==> config.mk <==
export PLATFORM = sky130hd
export DESIGN_NAME = niosii_system_sysid_checker_read_timer
export DESIGN_NICKNAME = d
export VERILOG_FILES = /design/src/rtl/niosii_system_sysid_checker_pkg.sv /design/src/rtl/niosii_system_sysid_checker_read_timer.sv
export SDC_FILE = /design/constraint.sdc
export NUM_CORES = 1
export LEC_CHECK = 0
export CAP_MARGIN = 40
export CORE_MARGIN = 1.5
export CORE_UTILIZATION = 55
export CTS_CLUSTER_SIZE = 14
export DETAILED_ROUTE_END_ITERATION = 8
export HOLD_SLACK_MARGIN = 0.06
export PLACE_DENSITY = 0.84
export SETUP_SLACK_MARGIN = 0.3
export SLEW_MARGIN = 20
export SYNTH_ARGS = -nofsm -noshare
export SYNTH_HDL_FRONTEND = slang
export SYNTH_SLANG_ARGS = --single-unit
==> constraint.sdc <==
create_clock -name i_clk -period 5.3 [get_ports i_clk]
set_input_delay 1.06 -clock i_clk [delete_from_list [all_inputs] [get_ports i_clk]]
set_output_delay 1.06 -clock i_clk [all_outputs]
set_load 0.01 [all_outputs]
==> src/rtl/niosii_system_sysid_checker_pkg.sv <==
// Shared types and constants for the system-ID checker.
//   state_t       : checker FSM states
//   ADDR_ID/TS    : word addresses inside the system-ID slave
//   SYSID_DATA_W  : slave data width
//   TIMER_W       : width of the shared stall/latency down-counter
package niosii_system_sysid_checker_pkg;

  localparam int SYSID_DATA_W = 32;
  localparam int TIMER_W      = 16;

  localparam logic ADDR_ID = 1'b0;
  localparam logic ADDR_TS = 1'b1;

  typedef enum logic [2:0] {
    S_IDLE,
    S_RD_ID,
    S_WAIT_ID,
    S_RD_TS,
    S_WAIT_TS,
    S_COMPARE,
    S_DONE
  } state_t;

endpackage

==> src/rtl/niosii_system_sysid_checker_read_timer.sv <==
// Down-counter shared between stall timeout and read-latency counting.
//   i_clk, i_rst_n : clock, asynchronous active-low reset
//   i_load         : load i_load_val (has priority over i_en)
//   i_load_val     : value to load
//   i_en           : decrement by one (saturates at zero)
//   o_last         : counter holds 1, i.e. this enabled cycle is the final one
module niosii_system_sysid_checker_read_timer
  import niosii_system_sysid_checker_pkg::*;
(
  input  logic               i_clk,
  input  logic               i_rst_n,
  input  logic               i_load,
  input  logic [TIMER_W-1:0] i_load_val,
  input  logic               i_en,
  output logic               o_last
);

  logic [TIMER_W-1:0] r_cnt;

  always_ff @(posedge i_clk or negedge i_rst_n) begin
    if (!i_rst_n) begin
      r_cnt <= '0;
    end else if (i_load) begin
      r_cnt <= i_load_val;
    end else if (i_en && (r_cnt != '0)) begin
      r_cnt <= r_cnt - 1'b1;
    end
  end

  // Not gated by i_en so the FSM can qualify it without a combinational loop.
  assign o_last = (r_cnt == TIMER_W'(1));

endmodule

* Word-level counts from Yosys, hierarchy flattened *
Cells that the tools add are included.

storage, ports and cells
  ROM bits = 0
  memories = 0
  RAM bits = 0
  register bits = 16
  bits in latches = 0

cells by class
  bitwise operators = 0
  div/mod/pow operators = 0
  reduce and logical (&&, ||, !) cells = 3
  mux-type cells = 2
  $lt $le $gt $ge = 0
  eq/ne operators = 1
  shift-type cells = 0
  multiply operators = 0
  add/sub/neg operators = 1

operator list
  operator                                              number
  2-to-1 mux 16 bit                                     2
  equality test 16 x 1 -> 1 bit, second input constant  1
  nonzero test 16 bit                                   1
  subtractor 16 x 1 -> 16 bit, second input constant    1
  nonzero test 2 bit                                    1
  logical AND 1 bit                                     1

* Longest topological paths before layout *
Gate-level depths: netlist of the first run.

  depth in word-level cells = 4
  gate-level depth with buffers = 7
  depth with buffers taken out = 6

* Worst setup path after synthesis of the first run *
OpenSTA, ideal clock, no wires.

  path kind = register to output
  from = register r_cnt[6]
  to = output o_last
  arrival time = 1.658 ns
  cell stages (with the launch flop) = 5
  buffers on the path = 1
  slack = 2.582 ns
  cell sequence = dfrtp_1 or4_4 clkbuf_8 or3_4 nor2_1

on the way
  cells in the longest elaborated chain, start to end = 1

RTL lines
  item                           line                                          RTL
  start, declared                niosii_system_sysid_checker_read_timer.sv:18  logic [TIMER_W-1:0] r_cnt;
  start signal, assigned         niosii_system_sysid_checker_read_timer.sv:24  r_cnt <= i_load_val;
  start signal, assigned         niosii_system_sysid_checker_read_timer.sv:26  r_cnt <= r_cnt - 1'b1;
  equality test 16 x 1 -> 1 bit  niosii_system_sysid_checker_read_timer.sv:31  assign o_last = (r_cnt == TIMER_W'(1));
  end, declared                  niosii_system_sysid_checker_read_timer.sv:15  output logic o_last

No other way between the ends.

* Worst setup path after layout of the first run *
Same ends and word-level chain as after synthesis.

==> results of run 1 <==
critical path, cell delays in order (launching register included):
cell             delay (ns)
dfrtp_1                0.43
or4_4                  0.63
or3_4                  0.42
nor2_1                 0.12
clkdlybuf4s50_1        0.54
layout make-up:
| cell class | instances | area (um^2) | area share [%] |
|---|---|---|---|
| multi-input combinational | 102 | 639 | 47.7 |
| sequential | 16 | 400 | 29.9 |
| timing repair buffer | 20 | 200 | 14.9 |
| clock buffer | 4 | 36.3 | 2.71 |
| tap | 27 | 33.8 | 2.52 |
| inverter | 8 | 30.0 | 2.24 |
per-layer routing:
layer	vias to the layer above	track usage (%)	part of all wire [%]
li1	539	-	-
met2	54	45.6	49
met3	6	2.64	6.8
met1	545	35.6	43
met5	-	0	0
met4	0	7.57	0.98
kinds of logic after synthesis:
family | share of synthesized area [%]
AOI/OAI and AO/OA | 22.8
buffers and inverters | 5.68
adders and majority gates | 2.27
and+or+nand+nor | 32.9
DFF | 36.3
cells in the final DEF, fill, tap and decap left out, types with 2 or more instances in the layout:
master	count
o311ai_0	2
or3_1	3
nand3_1	6
clkdlybuf4s50_1	20
o2111ai_1	2
dfrtp_1	16
a21oi_1	6
clkbuf_4	3
nor2_1	17
o21ai_0	8
a31oi_1	7
o41ai_1	2
ha_1	2
or4_4	3
a2bb2oi_1	2
inv_1	8
or4_1	4
nand4_1	2
nor4_1	3
nand2_1	12
nor3_1	4
cells in the mapped netlist:
library cell	instances	share of area, %
o41ai_1	2	1.6
and2_1	1	0.57
clkbuf_1	5	1.7
o311ai_0	2	1.6
and3_1	1	0.57
dfrtp_1	16	36
nor3_1	4	1.8
a311o_1	1	0.91
nor4_1	3	1.7
clkbuf_8	1	1.2
ha_1	2	2.3
or4b_4	1	1.2
a31oi_1	7	4.0
or3_1	3	1.7
nand2_1	12	4.1
or4_1	4	2.7
o31ai_1	1	0.68
nand3_1	6	2.7
o311ai_2	1	1.5
nand4_1	2	1.1
nor2_1	17	5.8
nor4b_1	1	0.79
nand4b_1	1	0.79
o21ai_0	8	3.6
a221oi_1	1	0.79
a21oi_1	6	2.7
o2111ai_1	2	1.6
a31o_2	1	0.79
inv_1	8	2.7
or4b_2	1	0.91
a2bb2oi_1	2	1.6
nand2b_1	1	0.57
o211ai_1	1	0.68
or4bb_1	1	1.0
or4_4	3	3.1
or3_4	1	1.0
or2b_1	1	0.68
o31a_1	1	0.79
stage by stage:
step / power, uW / hold WS [ns] / std cells / util [%] / worst slack [ns]
2_1_floorplan: 188 / 0.502 / 132 / - / 2.58
3_3_place_gp: 213 / 0.538 / 173 / 67.8 / 2.16
3_5_place_dp: 216 / 0.548 / 173 / 67.8 / 2.12
4_1_cts: 300 / 0.558 / 177 / 69.7 / 1.81
5_1_grt: 317 / 0.593 / 177 / 69.7 / 1.73
6_report: 301 / 0.556 / 177 / 69.7 / 1.80
where the power goes:
| group | switching (uW) | total [uW] | leakage (uW) | internal, uW |
|---|---|---|---|---|
| logic | 30.9 | 62.6 | 0.000289 | 31.7 |
| registers | 17.5 | 152 | 0.000186 | 134 |
| clock network | 44.5 | 86.4 | 0.0000210 | 41.8 |
worst max-delay path by stage:
| stage | to | depth (start not counted) | slack, ns | startpoint |
|---|---|---|---|---|
| floorplan | o_last | 4 | 2.58 | r_cnt[6] |
| global placement | r_cnt[10] | 5 | 2.16 | i_en |
| detailed placement | r_cnt[10] | 5 | 2.12 | i_en |
| CTS | o_last | 4 | 1.81 | r_cnt[6] |
| global route | o_last | 4 | 1.73 | r_cnt[6] |
| finish | o_last | 4 | 1.80 | r_cnt[6] |
==> impl_metrics.yaml, run 1 <==
outcome:
  status: "finished, final reports clean"
detailed_routing:
  vias: 1144
  routed_via_density: 6.46
  drc_errors: 0
  routed_wl_mm: 2.75
  wire_per_inst_um: 15.5
  dr.first_iter.drc_count: 39
  drt-pass1-iter-count: 5
  antenna_left: 0
placed_design:
  dp_hpwl_mm: 1.92
  place.gp.congestion: 0.891
  io_buffers: 20
  placed_cell_area_um2: 1300
worst_hold_path:
  hp-start: "r_cnt[4]"
  min_to: "r_cnt[4]"
  holdPathStages: 1
  hold_path_class: "flop to flop"
logic_synthesis:
  ys_ff_latch: 16
  synth_area_um2: 1100
  synth_cell_types: 38
  syn_area_per_cell_um2: 8.35
  syn_inst: 132
  synth_seq_area_share_pct: 36.3
  yosysWarnings: 0
  synth_nets: 154
floorplanning:
  ios: 21
  rows: 16
  initial_core_util_pct: 57.4
  die_area_um2: 2280
  die_w_um: 47.8
  die_h_um: 47.8
  fp.coreArea_um2: 1920
pwr:
  power.density_nw_per_um2: 224
  ir_drop_mv: 0.134
  cellLeakagePower_uw: 0.000496
worst_setup_path:
  rrSetupSlack_ns: 2.92
  worstReg2RegEnd: "r_cnt[10]"
  path_max_fanout: 12
  start_kind: "flop"
  r2r.worst_path.cells: 6
  cp.required_ns: 4.24
  r2r_start: "r_cnt[0]"
  crit_path_end_kind: "output port"
  worst-setup-path-type: "flop to output port"
  crit_arrival_ns: 2.44
global_routing:
  grtUsageTotal_pct: 26.6
  grt_pass1_wl_mm: 4.31
  grt_overflow_total: 0
  antenna_found_initial: 0
  grt_pass1_vias: 928
  grt_max_degree: 25
cts:
  cts_htree_levels: 1
  cts_max_path_buffers: 2
  clk_pin_slew_ns: 0.11
  postCtsSetupRepairBufs: 0
  cts_hold_buf: 0
  tritoncts: "yes"
  cts_made_buffers: 3
  cts.repair.resized: 0
  clkSinkCount: 16
  root_buffer: "clkbuf_4"
  insertion_delay_ns: 0.29
sta:
  finalSetupViolCount: 0
  setup_tns_ns: 0
  fin_crit_ns: 3.50
  fmax_mhz: 286
  grt_setup_unrepaired: "false"
  relSlewSlack_pct: 43.3
  slew_violations: 0
  finalHoldViolCount: 0
  tightest_slew_ns: 0.847
  fin_worst_skew_ns: 0.00643
  post-route-period-util_pct: 66.0
finish:
  drive_above_1_share_pct: 8.00
  areaGrowthSynthToFinish_pct: 21.6
  nNetsFinal: 173
  largest_register: "r_cnt"
  fin_area_um2: 1340
  largestRegisters: "r_cnt: 16 flops"
  fillCellCount: 156
  largest_reg_flops: 16
  diodes: 0
job:
  drv_cap: 0
Note: power is estimated with default switching activity, not from simulation.
==> run 2: changes to the inputs <==
--- a/config.mk
+++ b/config.mk
@@ -7,11 +7,11 @@
 export LEC_CHECK = 0
 export CAP_MARGIN = 40
 export CORE_MARGIN = 1.5
-export CORE_UTILIZATION = 55
+export CORE_UTILIZATION = 51
 export CTS_CLUSTER_SIZE = 14
 export DETAILED_ROUTE_END_ITERATION = 8
 export HOLD_SLACK_MARGIN = 0.06
-export PLACE_DENSITY = 0.84
+export PLACE_DENSITY = 0.79
 export SETUP_SLACK_MARGIN = 0.3
 export SLEW_MARGIN = 20
 export SYNTH_ARGS = -nofsm -noshare
==> constraint.sdc (replaced) <==
create_clock -name i_clk -period 3.6 [get_ports i_clk]
set_input_delay 0.72 -clock i_clk [delete_from_list [all_inputs] [get_ports i_clk]]
set_output_delay 0.72 -clock i_clk [all_outputs]
set_load 0.01 [all_outputs]
==> run 2 against run 1 <==
  * Clock skew fell by 0.0028 ns
  * Count of clock-buffer cells in the layout down 1
  * Sequential cell count stayed put
  * Cell count did not move
  * Wire length shrank 5.5%
  * Combinational power up 47%
  * Die area rose by 7.3%
  * Worst hold slack better by 0.026 ns
  * Via count fell by 4.8%
  * Highest routed layer unchanged
==> impl_metrics.yaml, run 2 (synthesized netlist as in run 1, its figures left out) <==
outcome:
  status: "finished, final reports clean"
sta:
  worst_slack_ns: 0.483
  finalHoldViolCount: 0
  fin_crit_ns: 3.12
  post-route-period-util_pct: 86.6
  tightest_slew_ns: 0.719
  finalSetupViolCount: 0
  slew_violations: 0
  setup_tns_ns: 0
  relSlewSlack_pct: 51.9
  grt_setup_unrepaired: "false"
  fmax_mhz: 321
  fin_worst_skew_ns: 0.00363
floorplanning:
  rows: 16
  initial_core_util_pct: 55.1
  ios: 21
  die_w_um: 49.5
  die_h_um: 49.5
  die_area_um2: 2450
  fp.coreArea_um2: 2000
placed_design:
  post-place-ws_ns: 0.787
  dp_hpwl_mm: 1.87
  place.gp.congestion: 0.893
  placed_cell_area_um2: 1310
  io_buffers: 20
worst_setup_path:
  cp_num_cells: 4
  cpPeakStageDelay_ns: 0.63
  slowest_stage: "or4_4"
  crit_path_end_kind: "output port"
  critical-path-top-delay-family: "simple AND/OR/NAND/NOR gates"
  cp_cell_sequence: "or4_4, or3_4, nor2_1, clkdlybuf4s50_1"
  cp-startpoint: "r_cnt[6]"
  cp.required_ns: 2.88
  worst-setup-path-type: "flop to output port"
  rrSetupSlack_ns: 1.25
  r2r.worst_path.cells: 6
  crit_buf_inv: 1
  path_max_fanout: 12
  start_kind: "flop"
  crit_arrival_ns: 2.40
  worstReg2RegEnd: "r_cnt[10]"
  r2r_start: "r_cnt[0]"
  critPathCapture: "o_last"
detailed_routing:
  antenna_left: 0
  dr.first_iter.drc_count: 61
  routed_via_density: 6.15
  drt-pass1-iter-count: 4
  vias: 1089
  wire_per_inst_um: 14.7
  drc_errors: 0
  routed_wl_mm: 2.60
cts:
  cts.repair.resized: 0
  tritoncts: "yes"
  clk_pin_slew_ns: 0.10
  root_buffer: "clkbuf_4"
  insertion_delay_ns: 0.28
  postCtsSetupRepairBufs: 0
  cts_hold_buf: 0
  clkSinkCount: 16
  cts_made_buffers: 3
  cts_htree_levels: 1
  cts_max_path_buffers: 2
global_routing:
  grtUsageTotal_pct: 22.2
  antenna_found_initial: 0
  grt_overflow_total: 0
  grt_max_degree: 25
  grt_pass1_vias: 963
  grt_pass1_wl_mm: 4.28
job:
  drv_cap: 0
finish:
  areaGrowthSynthToFinish_pct: 21.0
  drive_above_1_share_pct: 8.00
  fillCellCount: 160
  layout_common_cells: "20 x clkdlybuf4s50_1, 17 x nor2_1, 16 x dfrtp_1, 12 x nand2_1"
  nNetsFinal: 174
  largest_reg_flops: 16
  post-route-util_pct: 66.6
  largest_register: "r_cnt"
  largestRegisters: "r_cnt: 16 flops"
  diodes: 0
  fin_area_um2: 1330
  layout_commonest_cell: "clkdlybuf4s50_1"
pwr:
  power.density_nw_per_um2: 308
  ir_drop_mv: 0.228
  cellLeakagePower_uw: 0.000494
worst_hold_path:
  hold_path_class: "flop to flop"
-- run 2: power breakdown --
group | switching [uW] | leakage, uW | internal, uW | total [uW]
combinational | 44.9 | 0.000294 | 47.2 | 92.1
clock | 56.8 | 0.0000138 | 38.8 | 95.6
sequential | 25.2 | 0.000186 | 198 | 223
total | 127 | 0.000494 | 284 | 411
-- run 2: worst min path at each step --
stage,startpoint,cells past startpoint,to,slack (ns)
2_1_floorplan,i_rst_n,0,r_cnt[0],0.42
3_3_place_gp,r_cnt[4],1,r_cnt[4],0.53
3_5_place_dp,r_cnt[4],1,r_cnt[4],0.57
4_1_cts,r_cnt[4],1,r_cnt[4],0.58
5_1_grt,r_cnt[15],2,r_cnt[15],0.62
6_report,r_cnt[4],1,r_cnt[4],0.58
-- run 2: layout make-up --
| class | instances | area, um^2 | share of cell area (%) |
|---|---|---|---|
| Inverter | 8 | 30.0 | 2.25 |
| Sequential cell | 16 | 400 | 30.0 |
| Tap cell | 27 | 33.8 | 2.53 |
| Clock buffer | 3 | 22.5 | 1.69 |
| Timing Repair Buffer | 21 | 208 | 15.6 |
| Multi-Input combinational cell | 102 | 639 | 47.9 |
-- run 2: per-layer routing --
layer / wire length, um / part of all wire [%] / track usage, %
met5: 0 / 0 / 0
met4: 13 / 0.50 / 4.17
met3: 122 / 4.7 / 3.64
met2: 1170 / 45 / 36.7
met1: 1290 / 50 / 31.0
-- run 2: stage by stage --
step / hold slack [ns] / power (uW) / std cells
after floorplan: 0.424 / 276 / 132
after global placement: 0.530 / 313 / 174
after detailed placement: 0.567 / 317 / 174
after CTS: 0.582 / 414 / 177
after global routing: 0.625 / 435 / 177
final: 0.582 / 411 / 177
